==> src/rtl/isa_pkg.sv <==
// Opcode map, bubble/INT encodings, sequencer state type and decode classification
// helpers shared by the interrupt sequencer.
package isa_pkg;

    localparam logic [4:0] OP_JMP  = 5'b10100;
    localparam logic [4:0] OP_JC   = 5'b10101;
    localparam logic [4:0] OP_JN   = 5'b10110;
    localparam logic [4:0] OP_JZ   = 5'b10111;
    localparam logic [4:0] OP_LDM  = 5'b11000;
    localparam logic [4:0] OP_CALL = 5'b11001;
    localparam logic [4:0] OP_STM  = 5'b11010;
    localparam logic [4:0] OP_RET  = 5'b11011;

    localparam logic [2:0]  FN_TWO_WORD   = 3'b100;
    localparam logic [15:0] DEF_NOP_WORD  = 16'h07F8;
    localparam logic [15:0] DEF_INT_WORD0 = 16'hF480;
    localparam logic [15:0] DEF_INT_WORD1 = 16'h0000;

    typedef enum logic [2:0] {
        S_IDLE,
        S_PASS,
        S_DRAIN2,
        S_DRAIN1,
        S_INJ0,
        S_INJ1,
        S_REDIRECT,
        S_WAIT_RTI
    } state_e;

    // Control ops whose second half is still in flight behind decode need two bubbles.
    function automatic logic is_ctrl_second(input logic [4:0] opcode);
        return opcode inside {OP_CALL, OP_RET, OP_JZ, OP_JN, OP_JC, OP_JMP};
    endfunction

    function automatic logic is_two_word(input logic [4:0] opcode, input logic [2:0] funct);
        return (funct == FN_TWO_WORD) || (opcode inside {OP_LDM, OP_STM});
    endfunction

    function automatic state_e classify(input logic [4:0] opcode, input logic [2:0] funct,
                                        input logic is_jmp);
        if (is_ctrl_second(opcode))
            return S_DRAIN2;
        else if (is_two_word(opcode, funct))
            return S_PASS;
        else if (is_jmp)
            return S_DRAIN1;
        else
            return S_INJ0;
    endfunction

endpackage

==> src/rtl/irq_priority_enc.sv <==
// Lowest-index-wins priority encoder over the enabled pending requests.
module irq_priority_enc #(
    parameter int NUM_SRC = 4,
    parameter int SRC_W   = (NUM_SRC > 1) ? $clog2(NUM_SRC) : 1
) (
    input  logic [NUM_SRC-1:0] req,
    output logic [SRC_W-1:0]   sel,
    output logic               any
);

    always_comb begin
        sel = '0;
        for (int i = NUM_SRC - 1; i >= 0; i--) begin
            if (req[i]) sel = SRC_W'(i);
        end
    end

    assign any = |req;

endmodule

==> src/rtl/interrupt_sequencer.sv <==
// Multi-source interrupt sequencer: edge-latched requests, decode drain, two-word INT
// injection and an IVT fetch redirect, with optional hold-off until RTI retires.
module interrupt_sequencer
    import isa_pkg::*;
#(
    parameter int                 NUM_SRC   = 4,
    parameter int                 SRC_W     = (NUM_SRC > 1) ? $clog2(NUM_SRC) : 1,
    parameter int                 INSTR_W   = 16,
    parameter bit                 NESTING   = 1'b0,
    parameter logic [INSTR_W-1:0] INT_WORD0 = DEF_INT_WORD0,
    parameter logic [INSTR_W-1:0] INT_WORD1 = DEF_INT_WORD1,
    parameter logic [INSTR_W-1:0] NOP_WORD  = DEF_NOP_WORD
) (
    input  logic               clk,
    input  logic               rst_n,
    input  logic [NUM_SRC-1:0] irq,
    input  logic [NUM_SRC-1:0] irq_mask,
    input  logic               glb_en,
    input  logic [4:0]         dec_opcode,
    input  logic [2:0]         dec_funct,
    input  logic               dec_is_jmp,
    input  logic               rti_done,
    output logic               int_stall,
    output logic               int_inject,
    output logic [INSTR_W-1:0] int_instr,
    output logic               bubble_self,
    output logic               bubble_fwd,
    output logic               int_redirect,
    output logic [SRC_W-1:0]   int_vector,
    output logic               int_active
);

    state_e               state_q, state_d;
    logic [SRC_W-1:0]     vec_q, vec_d;
    logic [NUM_SRC-1:0]   pend_q, pend_d, irq_q, clr;
    logic [SRC_W-1:0]     sel;
    logic                 any, req;

    logic                 stall_d, inject_d, bself_d, bfwd_d, redir_d, active_d;
    logic [INSTR_W-1:0]   instr_d;
    logic [SRC_W-1:0]     vector_d;

    irq_priority_enc #(.NUM_SRC(NUM_SRC), .SRC_W(SRC_W)) u_enc (
        .req (pend_q & irq_mask),
        .sel (sel),
        .any (any)
    );

    assign req    = any & glb_en;
    assign clr    = (state_q == S_INJ0) ? (NUM_SRC'(1) << vec_q) : '0;
    // New edges win over the INJ0 clear of the same source.
    assign pend_d = (pend_q & ~clr) | (irq & ~irq_q);

    always_comb begin
        state_d = state_q;
        vec_d   = vec_q;
        case (state_q)
            S_IDLE: begin
                if (req) begin
                    vec_d   = sel;
                    state_d = classify(dec_opcode, dec_funct, dec_is_jmp);
                end
            end
            S_PASS:     state_d = classify(dec_opcode, dec_funct, dec_is_jmp);
            S_DRAIN2:   state_d = S_DRAIN1;
            S_DRAIN1:   state_d = S_INJ0;
            S_INJ0:     state_d = S_INJ1;
            S_INJ1:     state_d = S_REDIRECT;
            S_REDIRECT: state_d = NESTING ? S_IDLE : S_WAIT_RTI;
            S_WAIT_RTI: if (rti_done) state_d = S_IDLE;
            default:    state_d = S_IDLE;
        endcase

        // Outputs are decoded from the state being entered so they register with it.
        stall_d  = 1'b0;
        inject_d = 1'b0;
        instr_d  = '0;
        bself_d  = 1'b0;
        bfwd_d   = 1'b0;
        redir_d  = 1'b0;
        vector_d = '0;
        active_d = (state_d != S_IDLE);
        case (state_d)
            S_DRAIN2, S_DRAIN1: begin
                stall_d  = 1'b1;
                inject_d = 1'b1;
                bself_d  = 1'b1;
                bfwd_d   = 1'b1;
                instr_d  = NOP_WORD;
            end
            S_INJ0: begin
                stall_d  = 1'b1;
                inject_d = 1'b1;
                instr_d  = INT_WORD0;
            end
            S_INJ1: begin
                stall_d  = 1'b1;
                inject_d = 1'b1;
                instr_d  = {INT_WORD1[INSTR_W-1:SRC_W], vec_d};
                vector_d = vec_d;
            end
            S_REDIRECT: begin
                redir_d  = 1'b1;
                vector_d = vec_d;
            end
            default: ;
        endcase
    end

    always_ff @(posedge clk) begin
        // History follows the line even in reset, so a level held across reset is not an edge.
        irq_q <= irq;
        if (!rst_n) begin
            state_q      <= S_IDLE;
            vec_q        <= '0;
            pend_q       <= '0;
            int_stall    <= 1'b0;
            int_inject   <= 1'b0;
            int_instr    <= '0;
            bubble_self  <= 1'b0;
            bubble_fwd   <= 1'b0;
            int_redirect <= 1'b0;
            int_vector   <= '0;
            int_active   <= 1'b0;
        end else begin
            state_q      <= state_d;
            vec_q        <= vec_d;
            pend_q       <= pend_d;
            int_stall    <= stall_d;
            int_inject   <= inject_d;
            int_instr    <= instr_d;
            bubble_self  <= bself_d;
            bubble_fwd   <= bfwd_d;
            int_redirect <= redir_d;
            int_vector   <= vector_d;
            int_active   <= active_d;
        end
    end

endmodule
==> config.mk <==
export PLATFORM = sky130hd
export DESIGN_NAME = interrupt_sequencer
export DESIGN_NICKNAME = d
export VERILOG_FILES = /design/src/rtl/isa_pkg.sv /design/src/rtl/irq_priority_enc.sv /design/src/rtl/interrupt_sequencer.sv
export SDC_FILE = /design/constraint.sdc
export NUM_CORES = 1
export LEC_CHECK = 0
export ABC_AREA = 0
export BUFFER_PORTS_ARGS = -buffer_cell sky130_fd_sc_hd__clkbuf_2
export CAP_MARGIN = 25
export CORE_MARGIN = 1
export CORE_UTILIZATION = 46
export DETAILED_ROUTE_END_ITERATION = 8
export GPL_ROUTABILITY_DRIVEN = 0
export GPL_TIMING_DRIVEN = 0
export PLACE_DENSITY = 0.77
export SLEW_MARGIN = 20
export SYNTH_ARGS = -nofsm -noshare
export SYNTH_HDL_FRONTEND = slang
export SYNTH_SLANG_ARGS = --single-unit
==> constraint.sdc <==
create_clock -name clk -period 2.5 [get_ports clk]
set_input_delay 0.25 -clock clk [delete_from_list [all_inputs] [get_ports clk]]
set_output_delay 0.25 -clock clk [all_outputs]
set_load 0.005 [all_outputs]
# After elaboration in Yosys (flattened, before gate mapping)
# Cells that the tools add are included.
[word_totals]
register_bits = 35
latchBits = 0
mem_bits_rw = 0
romBits = 0
in_bits = 21
out_inout_bits = 24
word_cells = 66
mem_count = 0
[op_classes]
n_addsub = 0
n_mul = 0
div_mod_pow = 0
n_lt_le_gt_ge = 0
n_eq_ne = 21
shifts = 1
mux = 17
n_bitwise = 7
n_reduce_logical = 10
[op_table]
columns = ["operator", "count"]
rows = [
  ["$pmux W16 S3", 1],
  ["$eq A5 B5 Y1 const B", 8],
  ["$eq A3 B3 Y1 const B", 8],
  ["$pmux W3 S8", 1],
  ["$mux W3", 5],
  ["$and A4 B4 Y4", 3],
  ["$eq A3 B2 Y1 const B", 4],
  ["$mux W2", 6],
  ["$not A4 Y4", 2],
  ["$reduce_or A4 Y1", 2],
  ["$reduce_bool A6 Y1", 1],
  ["$mux W4", 1],
  ["$or A4 B4 Y4", 1],
  ["$reduce_or A2 Y1", 2],
  ["$shl A1 B2 Y4 const A", 1],
  ["$eq A3 B1 Y1 const B", 1],
  ["$logic_not A3 Y1", 1],
  ["$mux W1", 3],
  ["$reduce_bool A3 Y1", 1],
  ["$reduce_and A2 Y1", 1],
  ["$reduce_bool A2 Y1", 1],
  ["$and A1 B1 Y1", 1],
  ["$logic_or A1 B1 Y1", 1],
]

# Logic depth before layout (Yosys ltp)
# Gate-level depths: netlist of the first run.
[logic_depth]
depth_word = 10
depth_mapped = 7
mapped_depth_nobuf = 6

# By module
# A second synthesis of the first run with hierarchy kept.
[unflattened]
cells_unflattened = 113
hier_area_um2 = 1069.8
[modules_own_cells]
columns = ["mod", "instances", "cells_each", "area_per_inst_um2", "seq_area_each_um2"]
rows = [
  ["interrupt_sequencer", 1, 106, 1034.7, 480.5],
  ["irq_priority_enc", 1, 7, 35.0, 0.0],
]

# Worst setup path before layout of the first run
# No wires, ideal clock.
[synth_path]
path_type = "flip-flop to flip-flop"
startpoint = "reg state_q[0]"
endpoint = "reg int_instr[10]"
setup_ps = 120
t_arrival_ps = 1771
t_required_ps = 2380
slack_ps = 610
path_stages_with_launch = 8
path_buffers = 1
synth_period_minus_slack_ps = 1890
path_cell_list = "dfxtp_1 > or4b_4 > a21oi_2 > o211ai_1 > and3_1 > buf_6 > and4_4 > or2_1"
[synth_via]
elab_chain_cells = 5
word_cells_on_any_way = 17
[synth_lines]
columns = ["item", "line", "rtl"]
rows = [
  ["start: declaration", "interrupt_sequencer.sv:33", "state_e state_q, state_d;"],
  ["start signal: assignment", "interrupt_sequencer.sv:126", "state_q <= state_d;"],
  ["$eq A3 B3 Y1, or another cell as far along", "interrupt_sequencer.sv:57", "case (state_q)"],
  ["$pmux W3 S8 (*)", "interrupt_sequencer.sv:57", ""],
  ["$eq A3 B2 Y1", "interrupt_sequencer.sv:83", "case (state_d)"],
  ["$reduce_or A2 Y1", "--", ""],
  ["$pmux W16 S3 (*)", "interrupt_sequencer.sv:83", ""],
  ["end signal: assignment", "interrupt_sequencer.sv:131", "int_instr <= instr_d;"],
  ["end: declaration", "interrupt_sequencer.sv:25", "output logic [INSTR_W-1:0] int_instr,"],
]
# Every way passes the cells marked *; elsewhere a longest branch is shown, timed or not.
# A chain may end at the register's enable or synchronous reset.

# Worst setup path after layout of the first run
# Same ends and word-level chain as after synthesis.

==> results of run 1 <==
power by group through the flow:
stage	logic, µW	clock network [µW]	registers, µW
2_1_floorplan	213	0	475
3_3_place_gp	311	0	476
6_report	321	196	471
4_1_cts	322	199	470
5_1_grt	352	219	478
3_5_place_dp	318	0	478
synth_stat cells (all sizes together), types with 4 or more instances:
library cell | count | area share, %
nand2 | 7 | 2.5
a21oi | 7 | 3.6
buf | 15 | 11
nor3 | 5 | 2.3
nor2 | 12 | 4.2
inv | 6 | 2.1
dfxtp | 24 | 45
nor2b | 5 | 2.9
o21ai | 4 | 1.9
registers in the layout, summed over array words and instances, names as in the netlist:
| name | count |
|---|---|
| int_active | 1 |
| int_redirect | 1 |
| int_inject | 1 |
| int_vector | 2 |
| irq_q | 4 |
| vec_q | 2 |
| bubble_fwd | 1 |
| int_instr | 5 |
| pend_q | 4 |
| state_q | 3 |
path summary, 6_finish.rpt:
check / endpoint / cells past startpoint / slack (ns) / startpoint
worst min-delay path: irq_q[3] / 1 / 0.05 / irq[3]
worst max register to register: int_instr[10] / 7 / 0.42 / state_q[0]
worst max-delay path: int_instr[10] / 7 / 0.42 / state_q[0]
worst min register to register: pend_q[1] / 1 / 0.56 / vec_q[0]
placed cells by master, fill, tap and decap left out, types with 2 or more instances in the layout:
master,count
a31oi_1,2
o21ai_0,4
nand3_1,2
buf_4,14
and3_1,2
nand2_1,7
clkbuf_4,3
conb_1,2
nor3b_1,2
a21oi_1,6
nor2b_1,5
nand2b_1,2
dfxtp_1,24
clkbuf_2,40
a22oi_1,2
nor2_1,12
inv_1,6
nor3_1,5
cells by family after synthesis:
logic type	after synthesis	synth area share, %
muxes	1	1.06
and+or+nand+nor	46	24.2
buffers and inverters	21	13.0
DFF	24	45.0
xor gates and xnor gates	1	0.821
AOI/OAI and AO/OA	24	15.6
other	1	0.351
per-layer routing:
layer | track usage [%] | up-vias
met2 | 32.0 | 35
met4 | 6.67 | 0
met5 | 0 | -
met1 | 20.3 | 425
li1 | - | 487
met3 | 3.03 | 5
per-stage QoR:
| stage | util, % | hold slack, ns | setup slack (ns) | cells | instance area, µm² |
|---|---|---|---|---|---|
| 5_1_grt | 61.3 | 0.0281 | 0.304 | 191 | 1340 |
| 3_5_place_dp | 59.6 | 0.367 | 0.500 | 187 | 1310 |
| 6_report | 61.3 | 0.0470 | 0.421 | 191 | 1340 |
| 3_3_place_gp | 59.6 | 0.364 | 0.522 | 187 | 1310 |
| 4_1_cts | 61.3 | 0.0440 | 0.428 | 191 | 1340 |
| 2_1_floorplan | - | 0.278 | 0.610 | 119 | 1070 |
worst max-delay path, cell delays in order, from the launching register on:
cell	delay, ns
dfxtp_1	0.40
or4b_4	0.57
a21oi_2	0.16
o211ai_1	0.13
and3_1	0.19
buf_6	0.14
and4_4	0.18
or2_1	0.21
final cells by class:
type,instances,area (µm²)
inverters,6,22.5
repair buffers,40,200
well taps,28,35.0
flip-flops and latches,24,480
clock buffers,4,36.3
multi-input cells,74,452
fillers,201,848
plain buffers,15,116
==> flow_summary.yaml, run 1 <==
yosys:
  synth-async-reset-ratio_pct: 0
  synth_edf_count: 0
  ys.flop_type: "dfxtp_1"
  mappedNetlistArea_um2: 1070
  synth_seq_cells: 24
  avgSynthCellArea_um2: 9.04
  yosysWarnings: 0
  synth_cells: 118
  synth_seq_area_share_pct: 45.0
  ys_types: 38
die:
  die_y_um: 50.2
  initial_utilization_pct: 48.7
  core_area_um2: 2190
  die_w_um: 50.2
  io_pins: 45
  die-area_um2: 2520
  core.rowCount: 17
global_routing:
  grt_max_degree: 14
  antenna_found_initial: 0
  track_usage_pct: 17.7
  grt_first_pass_wirelength_um: 3430
  grt_pass1_vias: 811
  grt_overflow: 0
clock_tree:
  post_cts_resized: 0
  htree_levels: 1
  cts_buffers: 3
  cts.path.max_buffers: 2
  cts_tree: "yes"
  clk_latency_ns: 0.30
  cts_sinks: 24
  cts_hold_buf: 0
  clk_pin_slew_ns: 0.12
  cts_setup_buffers: 0
  cts_root_buf: "clkbuf_4"
detailed_routing:
  ant_nets: 0
  met2_length_um: 1020
  vias_per_cell: 4.98
  first_pass_iters: 4
  first_iter_violations: 17
  wl_met1_um: 917
  wl_um: 2070
  vias: 952
  drc: 0
  top_layer: "met4"
  wl_per_cell_um: 10.8
  wl_met3_um: 107
min_path:
  hold_class: "input pin to flop"
setup_path:
  arrival_ns: 2.29
  start_kind: "flop"
  crit_type: "flop to flop"
  crit_required_ns: 2.71
  critPathMaxFanout: 8
  cp-end-kind: "flop"
sta:
  finalCritPeriodShare_pct: 83.2
  slew_violations: 0
  tns_ns: 0
  skew_ns: 0.00128
  fmax_mhz: 481
  period_needed_ns: 2.08
  setup-violations-final: 0
  finalHoldViolCount: 0
  rsz0062_at_grt: "false"
status:
  status: "completed"
pwr:
  p_seq_share_pct: 47.7
  p_clk_share_pct: 19.9
  combPwrFrac_pct: 32.5
  internal_power_uw: 700
  switching_share_pct: 29.1
  p_sw_uw: 288
  p_leak_uw: 0.000659
  finalPower_uw: 988
  ir_worst_vdd_uv: 398
  power_density_nw_per_um2: 736
run:
  cap_violations: 0
placement:
  hpwl_um: 1540
  portBuffers: 40
layout:
  num_antenna_cells: 0
  fin_nets: 185
  syn_to_final_growth_pct: 25.8
  drive_gt1_share_pct: 40.5
(Power assumes the default switching activity.)
==> run 2, diff against run 1 <==
--- a/config.mk
+++ b/config.mk
@@ -5,15 +5,15 @@
 export SDC_FILE = /design/constraint.sdc
 export NUM_CORES = 1
 export LEC_CHECK = 0
-export ABC_AREA = 0
+export ABC_AREA = 1
 export BUFFER_PORTS_ARGS = -buffer_cell sky130_fd_sc_hd__clkbuf_2
 export CAP_MARGIN = 25
 export CORE_MARGIN = 1
-export CORE_UTILIZATION = 46
+export CORE_UTILIZATION = 47
 export DETAILED_ROUTE_END_ITERATION = 8
 export GPL_ROUTABILITY_DRIVEN = 0
 export GPL_TIMING_DRIVEN = 0
-export PLACE_DENSITY = 0.77
+export PLACE_DENSITY = 0.78
 export SLEW_MARGIN = 20
 export SYNTH_ARGS = -nofsm -noshare
 export SYNTH_HDL_FRONTEND = slang
==> constraint.sdc (replaced) <==
create_clock -name clk -period 2.03 [get_ports clk]
set_input_delay 0.203 -clock clk [delete_from_list [all_inputs] [get_ports clk]]
set_output_delay 0.203 -clock clk [all_outputs]
set_load 0.005 [all_outputs]
==> flow_summary.yaml, run 2 <==
placement:
  hpwl_um: 1580
  post-place-cells: 209
  portBuffers: 40
layout:
  fin_nets: 211
  top_register: "int_instr"
  reg.largest.list: "int_instr x5, irq_q x4, pend_q x4"
  final_util_pct: 65.3
  largest_reg_flops: 5
  drive_gt1_share_pct: 42.3
  syn_to_final_growth_pct: 29.8
  fill_cells: 205
  final-seq-area_um2: 480
  fin_cells: 217
  layout_commonest_cell: "clkbuf_2"
  multi_input_comb_area_um2: 452
  num_antenna_cells: 0
  most-common-layout-cells: "clkbuf_2 (40), nand2_1 (25), dfxtp_1 (24)"
sta:
  finalCritPeriodShare_pct: 65.1
  finalHoldWorstSlack_ns: 0.203
  fmax_mhz: 756
  tns_ns: 0
  slew_violations: 0
  rsz0062_at_grt: "false"
  finalHoldViolCount: 0
  skew_ns: 0.00467
  setup-violations-final: 0
  period_needed_ns: 1.32
setup_path:
  arrival_ns: 1.54
  crit_required_ns: 2.25
  r2r_slack_ns: 0.71
  crit_type: "flop to flop"
  critPathMaxFanout: 4
  start_kind: "flop"
  cp-end-kind: "flop"
die:
  core.rowCount: 17
  die_y_um: 50.7
  io_pins: 45
  initial_utilization_pct: 50.3
  die-area_um2: 2570
  die_w_um: 50.7
  core_area_um2: 2210
global_routing:
  track_usage_pct: 17.1
  grt_overflow: 0
  grt_max_degree: 15
  grt_first_pass_wirelength_um: 3310
  grt_pass1_vias: 841
  antenna_found_initial: 0
yosys:
  ys.flop_type: "dfxtp_1"
  yosysWarnings: 0
  ys_types: 24
  synth.top_cell.area_share_pct: 43.1
  synth_edf_count: 0
  synth_seq_cells: 24
  synth-async-reset-ratio_pct: 0
  ys_top_cells_by_area: "dfxtp_1 (43%), buf_4 (8.8%), nand2_1 (8.4%), inv_1 (5.7%), nand3_1 (4.0%)"
  mappedNetlistArea_um2: 1110
  synth_cells: 140
  post-synth-top-count-cell: "nand2_1"
  ys_top_cells_by_count: "nand2_1 (25), dfxtp_1 (24), inv_1 (17)"
  synth_seq_area_share_pct: 43.1
  avgSynthCellArea_um2: 7.95
  yosys.area.top_type: "dfxtp_1"
clock_tree:
  cts_tree: "yes"
  post_cts_resized: 0
  clk_pin_slew_ns: 0.13
  cts_root_buf: "clkbuf_4"
  clk_latency_ns: 0.32
  htree_levels: 1
  cts_buffers: 3
  cts.path.max_buffers: 2
  cts_hold_buf: 4
  cts_setup_buffers: 0
  cts_sinks: 24
detailed_routing:
  vias_per_cell: 4.59
  vias: 996
  wl_per_cell_um: 9.29
  first_pass_iters: 4
  wl_um: 2020
  drc: 0
  first_iter_violations: 21
  ant_nets: 0
run:
  cap_violations: 0
pwr:
  power_density_nw_per_um2: 935
  ir_worst_vdd_uv: 565
  p_leak_uw: 0.000804
  finalPower_uw: 1350
min_path:
  hold_class: "input pin to flop"
status:
  status: "completed"
-- run 2: cells by family after synthesis --
| kind of cell | Yosys count | synth area share [%] |
|---|---|---|
| and+or+nand+nor | 61 | 28.1 |
| buffers and inverters | 36 | 16.6 |
| DFF | 24 | 43.1 |
| AOI/OAI and AO/OA | 18 | 11.8 |
| other | 1 | 0.337 |
-- run 2: worst paths after layout --
| check | depth (start not counted) | from | endpoint |
|---|---|---|---|
| min reg2reg | 2 | pend_q[0] | pend_q[0] |
| max | 8 | pend_q[0] | int_active |
| min | 3 | rst_n | int_inject |
| max reg2reg | 8 | pend_q[0] | int_active |
-- run 2: per-layer routing --
layer / GRT usage [%] / up-vias / share of wire [%]
li1: - / 519 / -
met1: 21.6 / 428 / 43
met2: 28.0 / 45 / 49
met3: 1.82 / 4 / 6.0
met4: 9.72 / 0 / 2.1
met5: 0 / - / 0
-- run 2: cell type report --
| cell class | count | area share [%] |
|---|---|---|
| clock inverters | 1 | 2.08 |
| repair buffers | 44 | 16.6 |
| multi-input cells | 81 | 31.3 |
| plain buffers | 14 | 7.10 |
| well taps | 28 | 2.42 |
| inverters | 22 | 5.71 |
| clock buffers | 3 | 1.56 |
| flip-flops and latches | 24 | 33.2 |
-- run 2: stage by stage --
step                cell area [µm²]  setup WS, ns
finish                         1450         0.707
global route                   1450         0.618
CTS                            1450         0.707
detailed placement             1350         0.743
global placement               1350         0.773
floorplan                      1120         0.863
-- run 2: where the power goes --
group | total [µW] | internal (µW) | switching [µW]
clock network | 344 | 200 | 144
logic | 432 | 208 | 224
registers | 575 | 532 | 43.3
-- run 2: critical path: stages (launching register included) --
cell and delay [ns]:
dfxtp_1 0.34, nand2_1 0.08, nand2_1 0.11, o21ai_4 0.23, nand2_4 0.08, nand2_2 0.12, nand2_1 0.09, nand2_2 0.09
nand3_1 0.08
